===== src/rtl/a5_pkg.sv =====
// A5/1 shared constants: register geometry, feedback taps, clocking bits and sequencer states.
// Pure definitions, no logic; imported by the LFSR datapath and the keystream sequencer.
package a5_pkg;

  localparam int R1_LEN = 19;
  localparam int R2_LEN = 22;
  localparam int R3_LEN = 23;

  localparam logic [R1_LEN-1:0] R1_TAPS = 19'h72000;   // bits 13,16,17,18
  localparam logic [R2_LEN-1:0] R2_TAPS = 22'h300000;  // bits 20,21
  localparam logic [R3_LEN-1:0] R3_TAPS = 23'h700080;  // bits 7,20,21,22

  localparam int R1_CLK = 8;
  localparam int R2_CLK = 10;
  localparam int R3_CLK = 10;

  localparam int KEY_CYCLES   = 64;
  localparam int FRAME_CYCLES = 22;

  typedef enum logic [2:0] {
    ST_IDLE  = 3'd0,
    ST_KEY   = 3'd1,
    ST_FRAME = 3'd2,
    ST_MIX   = 3'd3,
    ST_GEN   = 3'd4
  } state_t;

  function automatic logic maj3(input logic a, input logic b, input logic c);
    return (a & b) | (a & c) | (b & c);
  endfunction

endpackage


===== src/rtl/a5_lfsr_core.sv =====
// R1-R3 register datapath: step-all with bit injection, or majority-clocked step; no sequencing.
// ks_bit is combinational from the post-step register values, so it is the bit produced by this cycle's step.
module a5_lfsr_core
  import a5_pkg::*;
(
  input  logic clk,
  input  logic reset_n,
  input  logic clear,
  input  logic step_all,
  input  logic step_maj,
  input  logic inject,
  output logic ks_bit
);

  logic [R1_LEN-1:0] r1_q, r1_d;
  logic [R2_LEN-1:0] r2_q, r2_d;
  logic [R3_LEN-1:0] r3_q, r3_d;
  logic maj, s1, s2, s3, inj;

  always_comb begin
    maj = maj3(r1_q[R1_CLK], r2_q[R2_CLK], r3_q[R3_CLK]);
    s1  = step_all | (step_maj & (r1_q[R1_CLK] == maj));
    s2  = step_all | (step_maj & (r2_q[R2_CLK] == maj));
    s3  = step_all | (step_maj & (r3_q[R3_CLK] == maj));
    // Injection only applies during the key/frame loading steps.
    inj = step_all & inject;

    r1_d = r1_q;
    r2_d = r2_q;
    r3_d = r3_q;
    if (s1) r1_d = {r1_q[R1_LEN-2:0], (^(r1_q & R1_TAPS)) ^ inj};
    if (s2) r2_d = {r2_q[R2_LEN-2:0], (^(r2_q & R2_TAPS)) ^ inj};
    if (s3) r3_d = {r3_q[R3_LEN-2:0], (^(r3_q & R3_TAPS)) ^ inj};

    ks_bit = r1_d[R1_LEN-1] ^ r2_d[R2_LEN-1] ^ r3_d[R3_LEN-1];
  end

  always_ff @(posedge clk or negedge reset_n) begin
    if (!reset_n) begin
      r1_q <= '0;
      r2_q <= '0;
      r3_q <= '0;
    end else if (clear) begin
      r1_q <= '0;
      r2_q <= '0;
      r3_q <= '0;
    end else begin
      r1_q <= r1_d;
      r2_q <= r2_d;
      r3_q <= r3_d;
    end
  end

endmodule


===== src/rtl/a5_keystream_gen.sv =====
// A5/1 keystream sequencer: key/frame/mix init then KS_BITS bits packed MSB-first into 32-bit words.
// First word 218 cycles after load; a blocked word hand-off stalls generation until out_ready.
module a5_keystream_gen
  import a5_pkg::*;
#(
  parameter int KS_BITS    = 228,
  parameter int MIX_CYCLES = 100
) (
  input  logic        clk,
  input  logic        reset_n,
  input  logic        load,
  input  logic [63:0] key,
  input  logic [21:0] frame,
  output logic        busy,
  output logic        done,
  output logic [31:0] out_data,
  output logic        out_valid,
  input  logic        out_ready
);

  localparam int BW = $clog2(KS_BITS + 1);

  state_t        state_q, state_d;
  logic [7:0]    cyc_q, cyc_d;
  logic [63:0]   key_q, key_d;
  logic [21:0]   frame_q, frame_d;
  logic [BW-1:0] bit_q, bit_d;
  logic [31:0]   acc_q, acc_d, new_acc, data_d;
  logic          valid_d, done_d;
  logic          core_clear, step_all, step_maj, inject, ks_bit;
  logic          word_end, can_xfer, accept;

  assign busy = (state_q != ST_IDLE);

  a5_lfsr_core u_core (
    .clk      (clk),
    .reset_n  (reset_n),
    .clear    (core_clear),
    .step_all (step_all),
    .step_maj (step_maj),
    .inject   (inject),
    .ks_bit   (ks_bit)
  );

  always_comb begin
    state_d    = state_q;
    cyc_d      = cyc_q;
    key_d      = key_q;
    frame_d    = frame_q;
    bit_d      = bit_q;
    acc_d      = acc_q;
    data_d     = out_data;
    valid_d    = out_valid;
    done_d     = 1'b0;
    core_clear = 1'b0;
    step_all   = 1'b0;
    step_maj   = 1'b0;
    inject     = 1'b0;
    accept     = out_valid & out_ready;
    can_xfer   = ~out_valid | out_ready;
    word_end   = (bit_q[4:0] == 5'd31) || (bit_q == BW'(KS_BITS - 1));
    new_acc    = {acc_q[30:0], ks_bit};

    if (load) begin
      // A load always restarts cleanly, discarding any word still pending.
      state_d    = ST_KEY;
      cyc_d      = '0;
      key_d      = key;
      frame_d    = frame;
      bit_d      = '0;
      acc_d      = '0;
      data_d     = '0;
      valid_d    = 1'b0;
      core_clear = 1'b1;
    end else begin
      case (state_q)
        ST_KEY: begin
          step_all = 1'b1;
          inject   = key_q[0];
          key_d    = key_q >> 1;
          cyc_d    = cyc_q + 8'd1;
          if (cyc_q == 8'(KEY_CYCLES - 1)) begin
            state_d = ST_FRAME;
            cyc_d   = '0;
          end
        end
        ST_FRAME: begin
          step_all = 1'b1;
          inject   = frame_q[0];
          frame_d  = frame_q >> 1;
          cyc_d    = cyc_q + 8'd1;
          if (cyc_q == 8'(FRAME_CYCLES - 1)) begin
            state_d = ST_MIX;
            cyc_d   = '0;
          end
        end
        ST_MIX: begin
          step_maj = 1'b1;
          cyc_d    = cyc_q + 8'd1;
          if (cyc_q == 8'(MIX_CYCLES - 1)) begin
            state_d = ST_GEN;
            cyc_d   = '0;
          end
        end
        ST_GEN: begin
          if (accept) valid_d = 1'b0;
          if (bit_q != BW'(KS_BITS)) begin
            // Only a word-completing bit needs the output register free.
            if (!word_end || can_xfer) begin
              step_maj = 1'b1;
              bit_d    = bit_q + BW'(1);
              if (word_end) begin
                data_d  = new_acc << (5'd31 - bit_q[4:0]);
                valid_d = 1'b1;
                acc_d   = '0;
              end else begin
                acc_d = new_acc;
              end
            end
          end else if (accept) begin
            state_d = ST_IDLE;
            done_d  = 1'b1;
          end
        end
        default: ;
      endcase
    end
  end

  always_ff @(posedge clk or negedge reset_n) begin
    if (!reset_n) begin
      state_q   <= ST_IDLE;
      cyc_q     <= '0;
      key_q     <= '0;
      frame_q   <= '0;
      bit_q     <= '0;
      acc_q     <= '0;
      out_data  <= '0;
      out_valid <= 1'b0;
      done      <= 1'b0;
    end else begin
      state_q   <= state_d;
      cyc_q     <= cyc_d;
      key_q     <= key_d;
      frame_q   <= frame_d;
      bit_q     <= bit_d;
      acc_q     <= acc_d;
      out_data  <= data_d;
      out_valid <= valid_d;
      done      <= done_d;
    end
  end

endmodule


===== config.mk =====
export PLATFORM = sky130hd
export DESIGN_NAME = a5_keystream_gen
export DESIGN_NICKNAME = d
export VERILOG_FILES = /design/src/rtl/a5_pkg.sv /design/src/rtl/a5_lfsr_core.sv /design/src/rtl/a5_keystream_gen.sv
export SDC_FILE = /design/constraint.sdc
export NUM_CORES = 1
export LEC_CHECK = 0
export ABC_AREA = 1
export CAP_MARGIN = 20
export CORE_AREA = 2 2 137 139
export CTS_BUF_LIST = sky130_fd_sc_hd__clkbuf_8
export DETAILED_ROUTE_END_ITERATION = 8
export DIE_AREA = 0 0 139 141
export PLACE_DENSITY = 0.91
export SYNTH_ARGS = -nofsm -noshare
export SYNTH_HDL_FRONTEND = slang
export SYNTH_SLANG_ARGS = --single-unit

===== constraint.sdc =====
create_clock -name clk -period 4.5 [get_ports clk]
set_input_delay 0.45 -clock clk [delete_from_list [all_inputs] [get_ports clk]]
set_output_delay 0.45 -clock clk [all_outputs]
set_load 0.03 [all_outputs]

Word-level counts from Yosys, hierarchy flattened
Index checks and enable logic that the tools add are counted.
Storage, ports and cells
  input port bits: 90
  word-level logic and storage cells: 134
  register bits after elaboration: 234
  output and inout port bits: 35
Operators by class
  shift operators: 1
  reduce and logical (&&, ||, !) cells: 22
  eq/ne operators: 18
  bitwise gates (word level): 20
  muxes and demuxes: 55
  $add $sub $neg: 3
Operator list (number)
  $mux 32: 5
  $mux 31: 5
  $mux 64: 2
  $mux 22: 4
  $mux 8: 8
  $mux 23: 2
  $mux 19: 2
  $shl 32x5->32: 1
  $pmux 8 s3: 1
  $reduce_xor 23->1: 1
  $reduce_xor 22->1: 1
  $reduce_xor 19->1: 1
  $mux 3: 6
  $reduce_bool 2->1: 9
  $mux 1: 17
  $add 8x1->8 const B: 2
  $ne 3x3->1 const B: 5
  $pmux 3 s4: 1
  $and 1x1->1: 8
  $eq 8x5->1 const B: 1
  $eq 8x6->1 const B: 1
  $eq 8x7->1 const B: 1
  $eq 8x8->1 const B: 1
  $ne 8x8->1 const B: 1
  19 further kinds: 33

Logic depth before layout (Yosys ltp)
Gate-level depths: netlist of the first run.
  depth after elaboration: 19
  mapped depth: 25
  mapped depth without buffers: 23

Cells and area by module
Synthesis of the first run repeated with hierarchy kept, for this count alone.
Second synthesis, totals
  cells, all modules: 1512
  area, all modules: 11995.3 µm²
By module, submodules not included
  a5_keystream_gen: area an instance 9155.0 µm², sequential area each 4254.1 µm², cells each 1232, instances 1
  a5_lfsr_core: area an instance 2840.2 µm², sequential area each 1601.5 µm², cells each 280, instances 1

Worst setup path after synthesis of the first run
Ideal clock, no wire load.
  kind: flip-flop to flip-flop
  start point: register bit_q[0]
  end point: register out_data[17]
  setup slack: 1909 ps
  period minus slack after synthesis: 2591 ps
  data arrival time: 2470 ps
  cell stages (with the launch flop): 24
  library setup time: 121 ps
  data required time: 4379 ps
  path buffers: 2
  path through: dfrtp_1 > buf_2 > clkbuf_1 > inv_1 > ha_1 > inv_1 > nor2_1 > nand2_2 > nand2_4 > nor2_8 > nand2_4 > nand2_4 > nand3_1 > nand2_1 > nand2_1 > nand2_2 > inv_2 > nand2_4 > nand3_2 > nand3_2 > inv_2 > nand2_1 > nand2_1 > a22o_1
On the way
  longest elaborated chain between the ends: 19
  elaborated cells between the ends (all ways): 32
  classes of those cells: add/sub (1); eq/ne (3); shift (1); mux (12); bitwise (8); reduce/logical (7)
Ends and longest elaborated chain
  start: declaration: line a5_keystream_gen.sv:27  | logic [BW-1:0] bit_q, bit_d;
  start signal: assignment: line a5_keystream_gen.sv:146  | bit_q <= bit_d;
  $eq 8x8->1 or $eq 5x5->1 (tied branches): line a5_keystream_gen.sv:61  | word_end = (bit_q[4:0] == 5'd31) || (bit_q == BW'(KS_BITS - 1));
  $logic_or 1x1->1: line a5_keystream_gen.sv:61
  $logic_not 1->1: line a5_keystream_gen.sv:109  | if (!word_end || can_xfer) begin
  $logic_or 1x1->1: line a5_keystream_gen.sv:109
  $mux 1: line a5_keystream_gen.sv:109
  $mux 1: line a5_keystream_gen.sv:107  | if (bit_q != BW'(KS_BITS)) begin
  $pmux 1 s2: line a5_keystream_gen.sv:76  | case (state_q)
  $mux 1: line a5_keystream_gen.sv:64  | if (load) begin
  (+2 left out)
  $mux 19 or $mux 22 (tied branches): line a5_lfsr_core.sv:31, a5_lfsr_core.sv:32
  $xor 1x1->1 (2 in series): line a5_lfsr_core.sv:35  | ks_bit = r1_d[R1_LEN-1] ^ r2_d[R2_LEN-1] ^ r3_d[R3_LEN-1];
  $shl 32x5->32: line a5_keystream_gen.sv:113  | data_d = new_acc << (5'd31 - bit_q[4:0]);
  $mux 32: line a5_keystream_gen.sv:112  | if (word_end) begin
  $mux 32: line a5_keystream_gen.sv:109
  $mux 32: line a5_keystream_gen.sv:107
  $mux 32: line a5_keystream_gen.sv:76
  $mux 32: line a5_keystream_gen.sv:64
  end signal: assignment: line a5_keystream_gen.sv:148  | out_data <= data_d;
  end: declaration: line a5_keystream_gen.sv:16  | output logic [31:0] out_data,
Parallel ways exist; a longest one is shown, timed or not. The select of a mux whose other input is x is not followed.
A chain may end at the register's enable or synchronous reset.

Worst setup path after layout of the first run
  start point: register bit_q[2]
  end point: register u_core.r2_q[10]
On the way
  longest elaborated chain between the ends: 11
  elaborated cells between the ends (all ways): 13
  classes of those cells: eq/ne (3); mux (4); bitwise (2); reduce/logical (4)
Ends and longest elaborated chain
  $eq 8x8->1 or $eq 5x5->1 (tied branches): line a5_keystream_gen.sv:61
  $logic_or 1x1->1: line a5_keystream_gen.sv:61
  $logic_not 1->1: line a5_keystream_gen.sv:109
  $logic_or 1x1->1: line a5_keystream_gen.sv:109
  $mux 1: line a5_keystream_gen.sv:109
  $mux 1 (*): line a5_keystream_gen.sv:107
  $pmux 1 s2 (*): line a5_keystream_gen.sv:76
  $mux 1 (*): line a5_keystream_gen.sv:64
  $and 1x1->1 (*): line a5_lfsr_core.sv:23  | s2 = step_all | (step_maj & (r2_q[R2_CLK] == maj));
  $or 1x1->1 (*): line a5_lfsr_core.sv:23
  $reduce_bool 2->1 (no line) (*)
  end signal: assignment: line a5_lfsr_core.sv:49  | r2_q <= r2_d;
  end: declaration: line a5_lfsr_core.sv:16  | logic [R2_LEN-1:0] r2_q, r2_d;
Mark *: on every way between the ends. The rest lies on a longest branch, timed or not.

==> results of run 1 <==
## power breakdown
group,internal (W),switching (W)
combinational,0.000504,0.00110
clock,0.00113,0.000878
sequential,0.00240,0.000135
total,0.00404,0.00211
## cells by family (layout without fill, tap and decap cells)
logic type	Yosys count	after routing	synth area share
compound gates	343	343	0.190
flops	234	234	0.519
fa+ha+maj	5	5	0.00554
simple gates	409	409	0.161
mux	16	16	0.0142
xor+xnor	15	15	0.0116
buf+inv	286	424	0.0980
## placed cells by master, fill, tap and decap left out, types with 2 or more instances in the layout
cell type / count
sky130_fd_sc_hd__nand2_1: 289
sky130_fd_sc_hd__dfrtp_1: 234
sky130_fd_sc_hd__inv_1: 208
sky130_fd_sc_hd__clkdlybuf4s50_1: 122
sky130_fd_sc_hd__o21ai_0: 111
sky130_fd_sc_hd__o22ai_1: 97
sky130_fd_sc_hd__clkbuf_8: 57
sky130_fd_sc_hd__nand3_1: 46
sky130_fd_sc_hd__o221ai_1: 32
sky130_fd_sc_hd__o211ai_1: 28
sky130_fd_sc_hd__a22oi_1: 26
sky130_fd_sc_hd__nor2_1: 22
sky130_fd_sc_hd__a21oi_1: 21
sky130_fd_sc_hd__mux2i_1: 16
sky130_fd_sc_hd__o21ai_1: 13
sky130_fd_sc_hd__nand2_2: 13
sky130_fd_sc_hd__buf_4: 13
sky130_fd_sc_hd__xor2_1: 11
sky130_fd_sc_hd__inv_2: 11
sky130_fd_sc_hd__nand2_4: 10
sky130_fd_sc_hd__nor3_1: 7
sky130_fd_sc_hd__nand4_1: 5
sky130_fd_sc_hd__ha_1: 5
sky130_fd_sc_hd__clkinv_2: 5
sky130_fd_sc_hd__nor2_2: 4
sky130_fd_sc_hd__nand3_2: 4
sky130_fd_sc_hd__xnor2_1: 4
sky130_fd_sc_hd__a22o_1: 4
sky130_fd_sc_hd__nor2_4: 3
sky130_fd_sc_hd__a221oi_1: 3
sky130_fd_sc_hd__clkinv_1: 2
sky130_fd_sc_hd__nand3b_1: 2
sky130_fd_sc_hd__o2111ai_1: 2
## Yosys cell counts (all sizes together)
| cell | count | area share |
|---|---|---|
| or2 | 1 | 0.00055 |
| o21ai | 125 | 0.056 |
| a221oi | 3 | 0.0023 |
| inv | 213 | 0.071 |
| a22o | 4 | 0.0031 |
| nand4 | 5 | 0.0028 |
| o21a | 1 | 0.00067 |
| nor3 | 7 | 0.0031 |
| nand2 | 312 | 0.11 |
| o211ai | 28 | 0.019 |
| o31ai | 1 | 0.00067 |
| nand3 | 51 | 0.026 |
| nor2 | 30 | 0.014 |
| xnor2 | 4 | 0.0031 |
| a21oi | 22 | 0.010 |
| xor2 | 11 | 0.0085 |
| nor4 | 1 | 0.00055 |
| o221ai | 32 | 0.025 |
| clkbuf | 51 | 0.017 |
| mux2i | 16 | 0.014 |
| buf | 20 | 0.0095 |
| a31oi | 1 | 0.00055 |
| o2111ai | 2 | 0.0016 |
| dfrtp | 234 | 0.52 |
| nand3b | 2 | 0.0013 |
| ha | 5 | 0.0055 |
| o22ai | 97 | 0.054 |
| a22oi | 26 | 0.017 |
| a32o | 1 | 0.00089 |
| clkinv | 2 | 0.00067 |
## sequential cells by signal, summed over array words and instances, names as in the netlist
| register | cells |
|---|---|
| out_valid | 1 |
| out_data | 32 |
| u_core.r1_q | 19 |
| u_core.r2_q | 22 |
| acc_q | 31 |
| key_q | 64 |
| done | 1 |
| cyc_q | 8 |
| bit_q | 8 |
| frame_q | 22 |
| u_core.r3_q | 23 |
| state_q | 3 |
## path summary, 6_finish.rpt
| kind | end | cells past startpoint |
|---|---|---|
| setup / recovery | u_core.r2_q[10] | 13 |
| hold / removal | out_data[16] | 1 |
| setup reg to reg | u_core.r2_q[10] | 13 |
| hold reg to reg | out_data[0] | 2 |
| max in group asynchronous | key_q[51] | 2 |
| min in group clk | frame_q[21] | 3 |
## final cells by class
class	instances	area, um^2
Sequential cell	234	5860
Multi-Input combinational cell	788	4320
Tap cell	234	293
Clock buffer	57	785
Inverter	215	807
Clock inverter	15	91.3
Fill cell	1240	4750
Timing Repair Buffer	137	1360
## per-stage QoR
stage | cells | cell area, um^2 | power [W]
detailed placement | 1607 | 12600 | 0.00408
floorplan | 1308 | 11300 | 0.00365
global placement | 1607 | 12600 | 0.00400
finish | 1680 | 13500 | 0.00615
global route | 1680 | 13500 | 0.00645
CTS | 1679 | 13500 | 0.00612
## routing by layer
layer  vias up  track usage  wire length (um)
met3       108       0.0560              1710
met1      4709        0.365             11400
li1       4586            -                 -
met4         0        0.145              1160
met5         -            0                 0
met2       411        0.496             14100
## critical path, stage by stage, from the launching register on
cell	delay, ps
sky130_fd_sc_hd__dfrtp_1	790
sky130_fd_sc_hd__nand2_1	190
sky130_fd_sc_hd__nor2_1	180
sky130_fd_sc_hd__ha_1	180
sky130_fd_sc_hd__inv_1	70
sky130_fd_sc_hd__nand2_4	100
sky130_fd_sc_hd__nand2_4	70
sky130_fd_sc_hd__nand2_4	90
sky130_fd_sc_hd__nand2_4	70
sky130_fd_sc_hd__nand3_1	120
sky130_fd_sc_hd__nand2_1	90
sky130_fd_sc_hd__inv_1	500
sky130_fd_sc_hd__nand2_1	590
sky130_fd_sc_hd__o22ai_1	310
==> impl_metrics.yaml, run 1 <==
run_status:
  run_status: "finished with violations"
  failed_checks: "negative hold slack"
die:
  die-height_um: 141
  core_region_area_um2: 18300
  die_area_um2: 19600
  rows: 50
  boundaryPins: 125
  floorplan.initialDensity: 0.618
  chipWidth_um: 139
global_routing:
  grt.total_usage: 0.293
  number_of_antenna_violations_at_the_first_check_in_global_routing: 0
  via_count_of_the_first_global_routing_pass: 9931
  final_global_route_overflow_total: 0
  grt_first_pass_wirelength_um: 47500
  pin_count_of_the_biggest_net_entering_global_routing: 114
sta:
  timing.final.hold_violations: 19
  timing.final.setup_violations: 0
  fin_hold_ws_ps: -18.6
  slew_headroom: 0.323
  setup-tns-final_ps: 0
  fin_crit_ps: 3450
  max_slew.worst_pin.slew_ps: 1010
  clock-skew-final_ps: 31.3
  final-max-slew-violation-count: 0
  finalWorstSetupSlack_ps: 1050
  achievable-frequency_mhz: 290
  unrepaired_setup_endpoints_after_global_routing: "false"
  min_period_over_period: 0.766
drt:
  vias: 9814
  drtAntennaViolNets: 0
  routedWlPerCell_um: 16.9
  detail_route.wirelength_um: 28400
  drt_first_iter_violations: 834
  detail_route.drc_violations: 0
  dr.pass1.iters: 5
  drt-vias-per-instance: 5.84
worst_setup_path:
  worstSetupStartpoint: "bit_q[2]"
  crit_path_end_kind: "register"
  timing.setup.critical_path_class: "register to register"
  internal_reg_to_reg_setup_slack_ps: 1050
  timing.critical_path.fanout_max: 22
  critical_path_required_ps: 4950
  cp.arrival_ps: 3900
  startpoint_type: "register"
  rr_startpoint: "bit_q[2]"
clocking:
  ctsLongestPathBuffers: 3
  postCtsResizedCells: 0
  h_tree_depth_reported_by_cts: 2
  cts_root_buffer: "sky130_fd_sc_hd__clkbuf_8"
  cts_inserted_buffers: 39
  cts_hold_repair.buffers: 0
  cts.clk_slew.worst_paths_ps: 70
  insertion_delay_ps: 550
  tritoncts: "built"
  cts.sink_count: 234
  cts_setup_buffers: 0
placed_design:
  place_hpwl_um: 18700
  buffer_ports.inserted: 124
  detailedPlace.worstSlack_ps: 1120
  finalWeightedCongestion: 1.01
pwr:
  power.static_leakage_nw: 6.19
  pwr_density_cell_nw_per_um2: 455
  max-vdd-ir-drop_uv: 280
logic_synthesis:
  syn_area_um2: 11300
  synth-seq-cells: 234
  yosysWarningCount: 0
  mappedNetlistNets: 1403
  yosys.cell_types.count: 44
  syn_avg_cell_area_um2: 8.63
  syn_inst: 1308
  ys_seq_area_frac: 0.519
cells_and_area:
  layout.core_utilization: 0.740
  syn_to_final_growth_pct: 19.8
  layout-drive-gt1-share: 0.0906
  antennaDiodeCount: 0
  final_net_count: 1510
worst_hold_path:
  timing.hold.worst.class: "primary input to asynchronous set/reset pin"
job:
  maxCapViolCount: 0
(Power assumes the default switching activity.)
==> run 2, diff against run 1 <==
Settings changed: CORE_AREA 2 2 137 139 to 2 2 142 144, DIE_AREA 0 0 139 141 to 0 0 144 146, PLACE_DENSITY 0.91 to 0.86.
Clock period 4.5 ns to 3.6 ns, I/O delays scaled along.
==> impl_metrics.yaml, run 2 (same netlist as run 1, synthesis figures left out) <==
drt:
  dr.pass1.iters: 7
  detail_route.wirelength_um: 27200
  detail_route.drc_violations: 0
  drt_first_iter_violations: 745
  routedWlPerCell_um: 15.8
  vias: 9687
  drt-vias-per-instance: 5.63
  drtAntennaViolNets: 0
clocking:
  cts.sink_count: 234
  tritoncts: "built"
  cts_root_buffer: "sky130_fd_sc_hd__clkbuf_8"
  h_tree_depth_reported_by_cts: 2
  ctsLongestPathBuffers: 3
  cts.clk_slew.worst_paths_ps: 60
  cts_inserted_buffers: 40
  postCtsResizedCells: 0
  insertion_delay_ps: 560
cells_and_area:
  antennaDiodeCount: 0
  registers.top_by_ff_count: "key_q"
  layout-drive-gt1-share: 0.0907
  final_net_count: 1520
  layout_top_registers: "key_q x64, out_data x32, acc_q x31"
  mostFrequentLayoutCells: "sky130_fd_sc_hd__nand2_1, sky130_fd_sc_hd__dfrtp_1, sky130_fd_sc_hd__inv_1"
  layout.cell_area.non_filler_um2: 13600
  largest_reg_flops: 64
  layout.core_utilization: 0.702
  syn_to_final_growth_pct: 20.2
  mostFrequentLayoutCell: "sky130_fd_sc_hd__nand2_1"
die:
  die-height_um: 146
  boundaryPins: 125
  floorplan.initialDensity: 0.584
  die_area_um2: 21000
  rows: 51
  chipWidth_um: 144
  core_region_area_um2: 19300
pwr:
  pwr_density_cell_nw_per_um2: 557
  intPower_w: 0.00500
  clockPowerShare: 0.325
  power.share.switching: 0.339
  share_comb_of_total_power: 0.257
  max-vdd-ir-drop_uv: 342
  power_frac_seq: 0.418
  power.static_leakage_nw: 6.23
  switching_power_w: 0.00256
global_routing:
  pin_count_of_the_biggest_net_entering_global_routing: 116
  grt.total_usage: 0.268
  via_count_of_the_first_global_routing_pass: 9601
  number_of_antenna_violations_at_the_first_check_in_global_routing: 0
  final_global_route_overflow_total: 0
  grt_first_pass_wirelength_um: 45900
worst_setup_path:
  timing.critical_path.fanout_max: 23
  cpMostUsedCell: "sky130_fd_sc_hd__nand2_4"
  critical_path_required_ps: 4040
  worst_path_largest_cell_delay_ps: 640
  crit_path_end_kind: "register"
  timing.setup.critical_path_class: "register to register"
  cp.arrival_ps: 3440
  path_cells: "ha_1 > inv_1 > nor2_1 > ha_1 > inv_1 > nand2_4 > nand2_4 > nand2_4 > nand2_4 > nand2_2 > nand2_2 > inv_1 > buf_4 > nand2_1 > o22ai_1"
  slowest_stage: "sky130_fd_sc_hd__dfrtp_1"
  startpoint_type: "register"
sta:
  timing.final.setup_violations: 0
  fin_crit_ps: 3000
  finalWorstSetupSlack_ps: 601
  timing.final.hold_violations: 0
  max_slew.worst_pin.slew_ps: 856
  setup-tns-final_ps: 0
  unrepaired_setup_endpoints_after_global_routing: "false"
  clock-skew-final_ps: 30.1
  achievable-frequency_mhz: 333
  min_period_over_period: 0.833
  slew_headroom: 0.429
  final-max-slew-violation-count: 0
placed_design:
  finalWeightedCongestion: 0.938
  detailedPlace.worstSlack_ps: 670
  post_dp_cell_area_um2: 12700
  buffer_ports.inserted: 124
  place_hpwl_um: 18600
worst_hold_path:
  timing.hold.worst.class: "primary input to register"
job:
  maxCapViolCount: 0
run_status:
  run_status: "finished, final reports clean"
[run 2: changes by cell type in the layout (fill, tap and decap cells not counted), sizes merged]
cell	delta
buf	+8
bufinv	+2
dlygate4sd3	+1
clkinv	-1
clkbuf	-9
inv	+8
[run 2: power groups by stage]
stage	Combinational [W]	Clock (W)	Sequential, W
floorplan	0.00141	0	0.00315
global placement	0.00186	0	0.00318
detailed placement	0.00192	0	0.00320
global route	0.00218	0.00263	0.00319
finish	0.00195	0.00246	0.00316
CTS	0.00194	0.00251	0.00316
[run 2: final timing paths]
check,startpoint,to,slack (ps),depth (start not counted)
max in group asynchronous,reset_n,key_q[54],2180,3
worst max register to register,bit_q[0],u_core.r3_q[0],600,15
worst min register to register,out_data[26],out_data[26],480,2
worst max-delay path,bit_q[0],u_core.r3_q[0],600,15
min in group asynchronous,reset_n,out_data[16],450,2
worst min-delay path,load,u_core.r1_q[18],180,2
[run 2: critical path, delay by kind of cell (launching register included)]
family,cells,cell delay [ps]
simple gates,8,1080
flops,1,640
buf+inv,4,450
fa+ha+maj,2,440
compound gates,1,280
[run 2: stage by stage]
| stage | std cells | power (W) | hold WS, ps |
|---|---|---|---|
| floorplan | 1308 | 0.00456 | 64.4 |
| global placement | 1647 | 0.00504 | 466 |
| global route | 1720 | 0.00800 | 181 |
| detailed placement | 1647 | 0.00512 | 470 |
| CTS | 1720 | 0.00760 | 134 |
| finish | 1720 | 0.00756 | 181 |
[run 2: final cells by class]
cell class              count  area [um^2]
fillers                  1468         5770
clock buffers              48          661
multi-input cells         788         4320
inverters                 215          807
clock inverters            24          166
repair buffers            146         1420
flip-flops and latches    234         5860
well taps                 265          332
[run 2: metal layers]
| layer | track usage | wire [um] |
|---|---|---|
| met2 | 0.430 | 13300 |
| met1 | 0.350 | 11200 |
| met5 | 0 | 0 |
| met4 | 0.136 | 1190 |
| met3 | 0.0457 | 1450 |
[run 2: repair_timing]
| action | CTS | global route |
|---|---|---|
| hold buffers | 1 | 0 |
| hold endpoints to repair | 112 | 0 |
| buffers inserted | 0 | 0 |
